[src/rtl/pipe_pkg.sv]
// Shared types and default widths for the elastic pipeline-stage register.
package pipe_pkg;

  localparam int PIPE_DATA_W = 32;
  localparam int PIPE_CTRL_W = 8;

  typedef enum logic [1:0] {
    OCC_EMPTY = 2'd0,
    OCC_ONE   = 2'd1,
    OCC_FULL  = 2'd2
  } occ_state_e;

endpackage

[src/rtl/pipe_entry.sv]
// One valid+data+ctrl storage slot; load wins nothing over clear, clear drops valid and zeroes ctrl.
// Single-cycle update on posedge; no handshake of its own, the owner decides load/clear.
module pipe_entry
  import pipe_pkg::*;
#(
  parameter int DATA_W = PIPE_DATA_W,
  parameter int CTRL_W = PIPE_CTRL_W
) (
  input  logic              clk,
  input  logic              rst,
  input  logic              load,
  input  logic              clr,
  input  logic [DATA_W-1:0] ld_data,
  input  logic [CTRL_W-1:0] ld_ctrl,
  output logic              vld,
  output logic [DATA_W-1:0] data,
  output logic [CTRL_W-1:0] ctrl
);

  logic              vld_d,  vld_q;
  logic [DATA_W-1:0] data_d, data_q;
  logic [CTRL_W-1:0] ctrl_d, ctrl_q;

  // Data is deliberately kept on clear so the output holds its last payload.
  always_comb begin
    vld_d  = vld_q;
    data_d = data_q;
    ctrl_d = ctrl_q;
    if (clr) begin
      vld_d  = 1'b0;
      ctrl_d = '0;
    end else if (load) begin
      vld_d  = 1'b1;
      data_d = ld_data;
      ctrl_d = ld_ctrl;
    end
  end

  always_ff @(posedge clk or negedge rst) begin
    if (!rst) begin
      vld_q  <= 1'b0;
      data_q <= '0;
      ctrl_q <= '0;
    end else begin
      vld_q  <= vld_d;
      data_q <= data_d;
      ctrl_q <= ctrl_d;
    end
  end

  assign vld  = vld_q;
  assign data = data_q;
  assign ctrl = ctrl_q;

endmodule

[src/rtl/pipe_skid_reg.sv]
// Elastic pipeline register with 2-entry skid, flush and zero-ctrl bubbles.
// Latency 1 cycle, full throughput; in_ready/out_valid registered, in_ready drops only when both entries are held.
module pipe_skid_reg
  import pipe_pkg::*;
#(
  parameter int DATA_W = PIPE_DATA_W,
  parameter int CTRL_W = PIPE_CTRL_W
) (
  input  logic              clk,
  input  logic              rst,
  input  logic              flush,
  input  logic              in_valid,
  output logic              in_ready,
  input  logic [DATA_W-1:0] in_data,
  input  logic [CTRL_W-1:0] in_ctrl,
  output logic              out_valid,
  input  logic              out_ready,
  output logic [DATA_W-1:0] out_data,
  output logic [CTRL_W-1:0] out_ctrl,
  output logic [1:0]        occupancy
);

  occ_state_e state_d, state_q;
  logic       in_ready_d, in_ready_q;

  logic              main_vld, skid_vld;
  logic [DATA_W-1:0] main_data, skid_data;
  logic [CTRL_W-1:0] main_ctrl, skid_ctrl;

  logic main_load, main_clr, main_from_skid, skid_load, skid_clr;
  logic in_fire, out_fire;

  assign in_fire  = in_valid & in_ready_q;
  assign out_fire = main_vld & out_ready;

  always_ff @(posedge clk or negedge rst) begin
    if (!rst) begin
      state_q    <= OCC_EMPTY;
      in_ready_q <= 1'b1;
    end else begin
      state_q    <= state_d;
      in_ready_q <= in_ready_d;
    end
  end

  always_comb begin
    state_d = state_q;
    if (flush) begin
      state_d = OCC_EMPTY;
    end else begin
      case (state_q)
        OCC_EMPTY: if (in_fire) state_d = OCC_ONE;
        OCC_ONE: begin
          if (in_fire && !out_fire)      state_d = OCC_FULL;
          else if (!in_fire && out_fire) state_d = OCC_EMPTY;
        end
        OCC_FULL:  if (out_fire) state_d = skid_vld ? OCC_ONE : OCC_EMPTY;
        default:   state_d = OCC_EMPTY;
      endcase
    end
    in_ready_d = (state_d != OCC_FULL);
  end

  // Flush overrides any handshake; a beat offered in the flush cycle is dropped.
  always_comb begin
    main_load      = 1'b0;
    main_clr       = 1'b0;
    main_from_skid = 1'b0;
    skid_load      = 1'b0;
    skid_clr       = 1'b0;
    if (flush) begin
      main_clr = 1'b1;
      skid_clr = 1'b1;
    end else begin
      case (state_q)
        OCC_EMPTY: main_load = in_fire;
        OCC_ONE: begin
          if (in_fire && out_fire) main_load = 1'b1;
          else if (in_fire)        skid_load = 1'b1;
          else if (out_fire)       main_clr  = 1'b1;
        end
        OCC_FULL: begin
          if (out_fire) begin
            main_load      = skid_vld;
            main_clr       = !skid_vld;
            main_from_skid = 1'b1;
            skid_clr       = 1'b1;
          end
        end
        default: begin
          main_clr = 1'b1;
          skid_clr = 1'b1;
        end
      endcase
    end
  end

  pipe_entry #(.DATA_W(DATA_W), .CTRL_W(CTRL_W)) u_main (
    .clk     (clk),
    .rst     (rst),
    .load    (main_load),
    .clr     (main_clr),
    .ld_data (main_from_skid ? skid_data : in_data),
    .ld_ctrl (main_from_skid ? skid_ctrl : in_ctrl),
    .vld     (main_vld),
    .data    (main_data),
    .ctrl    (main_ctrl)
  );

  pipe_entry #(.DATA_W(DATA_W), .CTRL_W(CTRL_W)) u_skid (
    .clk     (clk),
    .rst     (rst),
    .load    (skid_load),
    .clr     (skid_clr),
    .ld_data (in_data),
    .ld_ctrl (in_ctrl),
    .vld     (skid_vld),
    .data    (skid_data),
    .ctrl    (skid_ctrl)
  );

  assign in_ready  = in_ready_q;
  assign out_valid = main_vld;
  assign out_data  = main_data;
  assign out_ctrl  = main_ctrl;
  assign occupancy = state_q;

endmodule

[config.mk]
export PLATFORM = sky130hd
export DESIGN_NAME = pipe_skid_reg
export DESIGN_NICKNAME = d
export VERILOG_FILES = /design/src/rtl/pipe_pkg.sv /design/src/rtl/pipe_entry.sv /design/src/rtl/pipe_skid_reg.sv
export SDC_FILE = /design/constraint.sdc
export NUM_CORES = 1
export LEC_CHECK = 0
export BUFFER_PORTS_ARGS = -buffer_cell sky130_fd_sc_hd__buf_4
export CORE_ASPECT_RATIO = 1.5
export CORE_MARGIN = 2
export CORE_UTILIZATION = 30
export DETAILED_ROUTE_END_ITERATION = 10
export PLACE_DENSITY = 0.54
export SYNTH_ARGS = -nofsm -noshare
export SYNTH_HDL_FRONTEND = slang
export SYNTH_SLANG_ARGS = --single-unit
[constraint.sdc]
create_clock -name clk -period 5.4 [get_ports clk]
set_input_delay 0.54 -clock clk [delete_from_list [all_inputs] [get_ports clk]]
set_output_delay 0.54 -clock clk [all_outputs]
set_load 0.02 [all_outputs]
==> flow_summary.yaml <==
layout:
  num-fill-cells: 1210
  final_area_mm2: 0.00486
  multi_input_area_mm2: 0.00153
  nets: 384
  seqCellArea_mm2: 0.00213
  area.growth.synth_to_final_pct: 27.6
  finalNonFillerCells: 499
  diodes: 0
  drive_gt1_frac: 0.606
worst_setup_path:
  path_buf_inv: 1
  critPathCaptureType: "register"
  crit_type: "reg2reg"
  critPathSlowestCell: "nor3b_4"
  required_ns: 5.62
  cpMostUsedCell: "mux2_2"
  path_max_fanout: 21
  critPathArrivalTime_ns: 3.08
  crit_path_max_incr_delay_ns: 0.90
  critPathTopFamily: "simple AND/OR/NAND/NOR gates"
  crit_chain: "nor2b_4 > nor3b_4 > buf_4 > mux2_2 > mux2_2"
  critPathLaunchType: "register"
route:
  routed_wl_mm: 7.91
  wl_per_cell_um: 15.8
  ant_nets: 0
  first_pass_iters: 4
  drt_iter0_drc: 47
  drc: 0
  vias: 2365
  viasPerCell: 4.74
global_route:
  grt_pass1_vias: 2542
  grt_start_max_net_pins: 86
  overflow: 0
  grt_pass1_wl_mm: 12.8
  antenna_found_initial: 0
  gr-usage-all-layers: 0.125
clocking:
  cts_tree: "built"
  cts_resized: 0
  cts.sinks: 85
  cts.hold.buffers_added: 0
  cts_buffers: 9
  insertion_delay_ns: 0.34
  cts-root-buf: "clkbuf_16"
  cts_buffer_depth: 2
  post-cts-setup-buffers: 0
  clk_pin_slew_ns: 0.07
  htreeDepth: 3
sta:
  fmax_mhz: 349
  relSlewSlack: 0.270
  fin_ws_ns: 2.54
  final-setup-viol-count: 0
  drv_slew: 0
  fin_skew_ns: 0.00551
  final.setup.tns_ns: 0
  post-route-min-period_ns: 2.86
  tightest_slew_ns: 1.09
  hold_violations: 0
  fin_crit_sh: 0.530
  rsz0062_at_grt: "no"
placed_design:
  routabilityCongestion: 0.692
  place.port_buffers: 88
  place_inst: 484
  dpl-instance-area_mm2: 0.00454
  dp_hpwl_mm: 5.18
  dpl_worst_slack_ns: 2.44
synth:
  ys_types: 29
  synth_cells: 254
  synth_area_mm2: 0.00381
  synth_top_area_share: 0.552
  yosys_warnings: 0
  synth_ff_type: "dfrtp_1"
  async_reset_ff_frac: 1.00
  yosysTopAreaCell: "dfrtp_1"
  seq_area_frac_synth: 0.558
  synth_common_cells: "mux2_2, dfrtp_1, a22o_1"
  syn_area_per_cell_um2: 15.0
  ys_ff_latch: 85
  syn_nets: 299
  synth_edf_count: 0
  synth_most_common_cell: "mux2_2"
  netlist_top_cells_area: "dfrtp_1, mux2_2, a22o_1, buf_6, mux2_1"
floorplan:
  rows: 50
  die_y_um: 142
  die_w_um: 96.0
  start_util: 0.306
  io_pins: 89
  dieArea_mm2: 0.0136
  core-area_mm2: 0.0124
power:
  leakage_uw: 0.00218
  total_power_uw: 2030
  vdd.ir_drop.worst_mv: 0.141
  cellPowerDensity_mw_per_mm2: 418
run_status:
  status: "finished clean"
hold_path:
  holdCritPathClass: "in2async"
flow_run:
  drv_cap: 0
-- worst paths after layout --
check / from / to / slack [ns] / cells after the start
setup / recovery: occupancy[1] / u_main.data[11] / 2.54 / 5
hold / removal: rst / u_main.data[15] / 0.41 / 1
setup reg to reg: occupancy[1] / u_main.data[11] / 2.54 / 5
hold reg to reg: u_skid.data[3] / u_skid.data[3] / 0.49 / 1
max in group asynchronous: rst / u_skid.data[0] / 4.30 / 1
min in group clk: in_data[3] / u_skid.data[3] / 0.43 / 2
-- routing by layer --
layer / vias to the layer above / track usage / routed length, µm
met5: - / 0 / 0
met4: 0 / 0.0496 / 127
met3: 10 / 0.0392 / 419
met2: 59 / 0.210 / 4150
met1: 1201 / 0.144 / 3210
li1: 1095 / - / -
-- report_power, final --
part	switching [µW]	total (µW)	internal (µW)
Combinational	210	470	259
Sequential	86.1	893	807
Clock	255	672	417
-- worst register-to-register path, delay by kind of cell (launching register included) --
family        cells  cell delay, ns
mux               2            0.65
simple gates      2            1.13
buf+inv           1            0.47
flops             1            0.51
-- area by class of cell --
type                       instances  area share
clock inverter                     5      0.0172
multi-input combinational        151       0.315
timing repair buffer              90       0.139
clock buffer                      10      0.0491
tap                              156      0.0401
inverter                           2     0.00154
sequential                        85       0.438
-- state kept, by name (all words and copies together), names as in the netlist --
signal / cells
occupancy: 2
u_skid.vld: 1
u_main.ctrl: 8
in_ready: 1
u_main.vld: 1
u_skid.ctrl: 8
u_skid.data: 32
u_main.data: 32
-- per-stage QoR --
| stage | util | hold WS [ns] |
|---|---|---|
| floorplan | - | 0.244 |
| global placement | 0.365 | 0.462 |
| detailed placement | 0.365 | 0.475 |
| CTS | 0.391 | 0.415 |
| global route | 0.391 | 0.418 |
| finish | 0.391 | 0.409 |
-- kinds of logic (layout without fill, tap and decap cells) --
family / after synthesis / count (layout) / synth area share
multiplexers: 104 / 104 / 0.310
flip-flops: 85 / 85 / 0.558
AO/OA/AOI/OAI: 32 / 32 / 0.0653
AND/OR/NAND/NOR: 15 / 15 / 0.0266
buffers and inverters: 18 / 107 / 0.0394
-- cell usage in the layout, fill, tap and decap left out, drive strengths merged --
| master | count |
|---|---|
| and2 | 2 |
| buf | 90 |
| nor3b | 2 |
| nor2b | 2 |
| clkinvlp | 2 |
| a31oi | 1 |
| nand2b | 1 |
| dfrtp | 84 |
| a211o | 1 |
| dfstp | 1 |
| and3 | 1 |
| bufinv | 2 |
| nand2 | 3 |
| a21oi | 6 |
| o21ai | 4 |
| clkbuf | 10 |
| inv | 3 |
| nand3 | 1 |
| mux2 | 104 |
| nor2 | 3 |
| a22oi | 1 |
| o211a | 1 |
| o21bai | 2 |
| a22o | 16 |
(Power assumes the default switching activity.)
